`src/rtl/taxi_eth_phy_10g_tx_gbx.sv`:
```
// 66b-to-64b transmit gearbox: packs 32 sync-headed blocks into 33 SERDES words,
// inserting a stall slot every 33rd cycle to flush the accumulated leftover bits.
module taxi_eth_phy_10g_tx_gbx #(
  parameter int STALL_LEAD = 1
) (
  input  logic        clk,
  input  logic        rst,
  input  logic [63:0] in_data,
  input  logic        in_data_valid,
  input  logic [1:0]  in_hdr,
  input  logic        in_hdr_valid,
  output logic        gbx_req_stall,
  output logic        gbx_req_sync,
  output logic [63:0] out_data,
  output logic        out_valid,
  output logic        stat_overflow,
  output logic        stat_underflow
);

  localparam logic [5:0] STALL_SLOT = 6'd32;
  localparam logic [5:0] STALL_CNT  = 6'(32 - STALL_LEAD);
  localparam logic [5:0] SYNC_CNT   = 6'((33 - STALL_LEAD) % 33);

  logic [5:0]   cnt;
  logic [63:0]  leftover;
  logic         block_ok;
  logic [65:0]  block;
  logic [127:0] combined;

  assign block_ok = in_data_valid && in_hdr_valid;
  assign block    = {in_data, in_hdr};

  // Leftover occupies the low 2*cnt bits; the new block lands directly above it.
  // At most 2*31 + 66 = 128 bits are ever live, so 128 bits of width suffice.
  assign combined = ({62'd0, block} << {cnt[4:0], 1'b0}) | {64'd0, leftover};

  assign gbx_req_stall = (cnt == STALL_CNT);
  assign gbx_req_sync  = (cnt == SYNC_CNT);

  always_ff @(posedge clk) begin
    if (rst) begin
      cnt            <= '0;
      leftover       <= '0;
      out_data       <= '0;
      out_valid      <= 1'b0;
      stat_overflow  <= 1'b0;
      stat_underflow <= 1'b0;
    end else begin
      stat_overflow  <= 1'b0;
      stat_underflow <= 1'b0;
      if (cnt == STALL_SLOT) begin
        // Stall slot: leftover is exactly 64 bits here; any offered block is lost.
        out_data      <= leftover;
        out_valid     <= 1'b1;
        leftover      <= '0;
        cnt           <= '0;
        stat_overflow <= block_ok;
      end else if (block_ok) begin
        out_data  <= combined[63:0];
        out_valid <= 1'b1;
        leftover  <= combined[127:64];
        cnt       <= cnt + 6'd1;
      end else begin
        out_valid      <= 1'b0;
        stat_underflow <= 1'b1;
      end
    end
  end

endmodule

```
`config.mk`:
```
export PLATFORM = sky130hd
export DESIGN_NAME = taxi_eth_phy_10g_tx_gbx
export DESIGN_NICKNAME = d
export VERILOG_FILES = /design/src/rtl/taxi_eth_phy_10g_tx_gbx.sv
export SDC_FILE = /design/constraint.sdc
export NUM_CORES = 1
export LEC_CHECK = 0
export BUFFER_PORTS_ARGS = -buffer_cell sky130_fd_sc_hd__buf_2
export CAP_MARGIN = 20
export CORE_MARGIN = 2
export CORE_UTILIZATION = 29
export CTS_BUF_LIST = sky130_fd_sc_hd__clkbuf_4 sky130_fd_sc_hd__clkbuf_8
export CTS_CLUSTER_DIAMETER = 120
export DETAILED_ROUTE_END_ITERATION = 7
export HOLD_SLACK_MARGIN = 0.06
export PLACE_DENSITY = 0.5
export SLEW_MARGIN = 30
export SYNTH_ARGS = -nofsm -noshare
export SYNTH_HDL_FRONTEND = slang
export SYNTH_SLANG_ARGS = --single-unit
```
`constraint.sdc`:
```
create_clock -name clk -period 3 [get_ports clk]
set_input_delay 0 -clock clk [delete_from_list [all_inputs] [get_ports clk]]
set_output_delay 0 -clock clk [all_outputs]
set_load 0.01 [all_outputs]
```
### Word level (Yosys, flattened, before mapping)

Index checks and enable logic that the tools add are counted.
W data, S select, Z words.

| word-level totals | value |
|---|---|
| bits of input ports | 70 |
| flip-flop bits (word level) | 137 |
| word-level logic and storage cells | 21 |

| cells by class | value |
|---|---|
| shifts and indexed selects | 1 |
| reduce and logical (&&, ||, !) cells | 4 |
| equality and inequality tests | 2 |
| bitwise gates (word level) | 2 |
| add/subtract/negate cells | 1 |
| muxes and demuxes | 5 |

Operator list:

| operator | number |
|---|---|
| $mux W64 | 2 |
| $or A128 B64 Y128 | 1 |
| $shl A66 B6 Y128 | 1 |
| $add A6 B1 Y6 const B | 1 |
| $eq A6 B5 Y1 const B | 1 |
| $eq A6 B6 Y1 const B | 1 |
| $reduce_or A2 Y1 | 2 |
| $mux W1 | 3 |
| $reduce_bool A2 Y1 | 1 |
| $logic_and A1 B1 Y1 | 1 |
| $not A1 Y1 | 1 |

### Longest topological paths before layout

| logic depth | value |
|---|---|
| depth after elaboration | 4 |
| gate-level depth with buffers | 13 |

### Least setup slack after synthesis

Ideal clock, no wire load.

| path | value |
|---|---|
| kind | register to register |
| from | reg cnt[0] |
| to | reg out_data[47] |
| library setup time | 0.086 ns |
| stages on the path, launching flop included | 11 |
| path slack | 0.298 ns |
| arrival time | 2.616 ns |
| required time | 2.914 ns |
| path buffers | 4 |
| cell sequence | dfxtp_1 > buf_2 > clkinv_1 > buf_2 > buf_1 > ha_1 > and4bb_2 > o21ai_0 > clkbuf_1 > o32ai_1 > a211oi_1 |

| between the ends | value |
|---|---|
| longest elaborated chain between the ends | 4 |

RTL lines:

| what | RTL line | RTL |
|---|---|---|
| start, declared | 24 | `logic [5:0] cnt;` |
| start signal, assigned | 62 | `cnt <= cnt + 6'd1;` |
| $shl A66 B6 Y128 | 35 | `assign combined = ({62'd0, block} << {cnt[4:0], 1'b0}) \| {64'd0, leftover};` |
| $or A128 B64 Y128 | 35 |  |
| $mux W64 | 58 | `end else if (block_ok) begin` |
| $mux W64 | 51 | `if (cnt == STALL_SLOT) begin` |
| end signal, assigned | 53 | `out_data <= leftover;` |
| end signal, assigned | 59 | `out_data <= combined[63:0];` |
| end, declared | 14 | `output logic [63:0] out_data,` |

Several ways; a longest one is shown, not always the timed one. The select of a mux whose other input is x is not followed.
A chain may end at the register's enable or synchronous reset.

### Worst setup path after layout

| path | value |
|---|---|
| from | reg cnt[1] |
| to | reg out_data[20] |

The elaborated chain is that of the path after synthesis.

==> results.ini <==
[grt]
grtUsageMet2_pct = 36.1
grt.overflow.total = 0
grt_max_degree = 65
grt_usage_pct = 25.5
antenna_found_initial = 0
grt_pass1_wl_um = 68100
grt_pass1_vias = 9716
top_usage_layer = met1
grt_use_met3_pct = 5.67
use_met1_pct = 37.0

[sta]
fin_tns_setup_ns = 0
drv_slew = 0
fin_skew_ns = 0.0201
max_slew_margin_pct = 31.4
whs_ns = 0.140
grt_setup_unrepaired = false
min_period_ns = 2.78
postLayoutSetupSlackWorst_ns = 0.223
max_freq_mhz = 360
worst_slew_pin_slew_ns = 1.03
fin_crit_sh_pct = 92.6
setup_viol = 0
final_hold_viol_count = 0

[synthesis]
yosysMostFrequentCell = dfxtp_1
yosysWarningCount = 0
syn_inst = 1127
syn_area_sq_mm = 0.0101
ys.flop_type = dfxtp_1
synth_cell_types = 68
synth.top_cell.area_share_pct = 27.1
ys_top_cells_by_area = dfxtp_1, mux4_2, mux2i_1, mux2_2, nor2_1
ys_seq_area_share_pct = 27.1
synthTopCellsByCount = dfxtp_1, nor2_1, nand2_1, mux2i_1, o21ai_0
synth-adder-area-share_pct = 0.247
avgSynthCellArea_sq_um = 8.97
synth_compound_gate_area_share_pct = 19.7
synthMuxAreaShare_pct = 29.6
synthXorXnorAreaFrac_pct = 0.433
ys_ff_latch = 137
synth_nets = 1199
async_flop_share_pct = 0
synth_top_family_by_area = multiplexers
synth_edf_count = 0
synth_top_area_cell = dfxtp_1
yosys.area_share.simple_pct = 16.8

[critical_path]
cp-startpoint = cnt[1]$_SDFFE_PP0P_
r2r_slack_ns = 0.22
critPathLaunchType = register
r2r-start = cnt[1]$_SDFFE_PP0P_
critPathKind = reg2reg
required_ns = 3.33
rr_worst_depth = 7
arrival_ns = 3.11
timing.rr.end = out_data[20]$_SDFFE_PP0P_
crit_fanout = 64
end_kind = register

[detailed_routing]
finalWirelength_um = 46800
drc = 0
routedWlPerCell_um = 27.1
drt_iter0_drc = 1243
ant_nets = 0
vias_per_cell = 6.11
first_pass_iters = 5
dr_total_vias = 10600

[cts]
cts.sinks = 137
cts.clk_slew.worst_paths_ns = 0.09
ctsResizeCount = 0
htreeDepth = 4
numCtsBuffers = 17
clock_latency_ns = 0.49
cts_tree = yes
clk_path_buf_depth = 2
cts-root-buf = clkbuf_8
ctsHoldBuffers = 5
post_cts_buffers = 0

[placement]
place_inst = 1692
place.gp.congestion = 0.972
dp_slack_ns = 0.320
place_hpwl_um = 36000
io_buffer_count = 138

[outcome]
status = complete, no violations

[cells_and_area]
diodes = 0
fin_cells = 1729
area_delta_synth_final_pct = 18.0
nets = 1333
fin_util_pct = 34.6
drive_above_1_share_pct = 30.5

[pwr]
cellPowerDensity_mw_per_mm2 = 397
leakage_nw = 4.34
vdd_drop_max_v = 0.000193

[die]
num_rows = 68
io_pins = 139
die_w_um = 191
die_height_um = 191
die-area_sq_mm = 0.0364
start_util_pct = 29.4
coreArea_sq_mm = 0.0345

[hold_path]
min_to = leftover[28]$_SDFFE_PP0P_
hp-class = in2reg
hold_depth = 4
min_from = in_hdr_valid

[job]
drv_cap = 0

==> placed cells by master, fill, tap and decap left out, drive strengths merged, types with 8 or more instances in the layout <==
cell type / Yosys / layout
dfxtp: 137 / 137
nor3: 57 / 57
nand2: 108 / 108
a21oi: 35 / 35
nor4: 11 / 11
o221ai: 10 / 10
inv: 7 / 10
a22o: 11 / 11
a32o: 9 / 9
and3: 8 / 8
mux2i: 85 / 85
buf: 65 / 218
nand3: 29 / 29
nor2b: 9 / 9
nand2b: 8 / 8
a31oi: 13 / 13
clkbuf: 43 / 19
mux2: 48 / 48
mux4: 71 / 71
o211ai: 9 / 9
o21ai: 79 / 79
a211oi: 33 / 33
a22oi: 11 / 11
nor2: 115 / 115
o22ai: 17 / 17
==> worst max path at each step <==
stage / to / slack (ns)
6_report: out_data[20]$_SDFFE_PP0P_ / 0.22
5_1_grt: leftover[35]$_SDFFE_PP0P_ / 0.11
4_1_cts: leftover[35]$_SDFFE_PP0P_ / 0.30
3_5_place_dp: leftover[35]$_SDFFE_PP0P_ / 0.32
3_3_place_gp: leftover[35]$_SDFFE_PP0P_ / 0.32
2_1_floorplan: out_data[47]$_SDFFE_PP0P_ / 0.30
==> registers in the layout, indices dropped and copies added (netlist names) <==
name            cells
out_valid           1
cnt                 6
leftover           64
stat_underflow      1
out_data           64
stat_overflow       1
==> routing by layer <==
layer / vias up / part of all wire, %
met5: - / 0
met4: 0 / 4.0
met3: 90 / 10
met2: 660 / 42
met1: 5226 / 44
li1: 4582 / -
==> metrics by stage <==
| step | total power, mW | cell area (sq um) |
|---|---|---|
| after global routing | 4.90 | 11900 |
| after detailed placement | 3.23 | 11500 |
| after global placement | 3.23 | 11500 |
| final | 4.73 | 11900 |
| after CTS | 4.71 | 11900 |
| after floorplan | 2.68 | 10100 |
==> power breakdown <==
group / total, mW / internal (mW) / switching [mW]
Combinational: 1.28 / 0.495 / 0.782
Clock: 1.51 / 0.690 / 0.817
Sequential: 1.95 / 1.89 / 0.0534
Total: 4.73 / 3.08 / 1.65
==> logic make-up after synthesis <==
group                    after synthesis
AND/OR/NAND/NOR                      373
AO/OA/AOI/OAI                        289
multiplexers                         204
flip-flops                           137
buffers and inverters                117
XOR/XNOR                               5
adder cells (fa/ha/maj)                2
==> worst max-delay path, stage by stage (launching register included) <==
cell       delay [ns]
dfxtp_4          0.39
buf_12           0.36
buf_4            0.26
mux2i_1          0.25
mux4_2           0.38
nor3_1           0.07
a2111oi_0        0.80
nor3_1           0.10
==> cell type report <==
class / count / area [sq um]
fill: 3678 / 22500
inverter: 9 / 33.8
multi-input combinational: 873 / 6780
timing repair buffer: 223 / 1420
clock inverter: 13 / 121
clock buffer: 19 / 255
tap: 455 / 569
sequential: 137 / 2760
No activity file was read; power rests on OpenSTA's default activity.
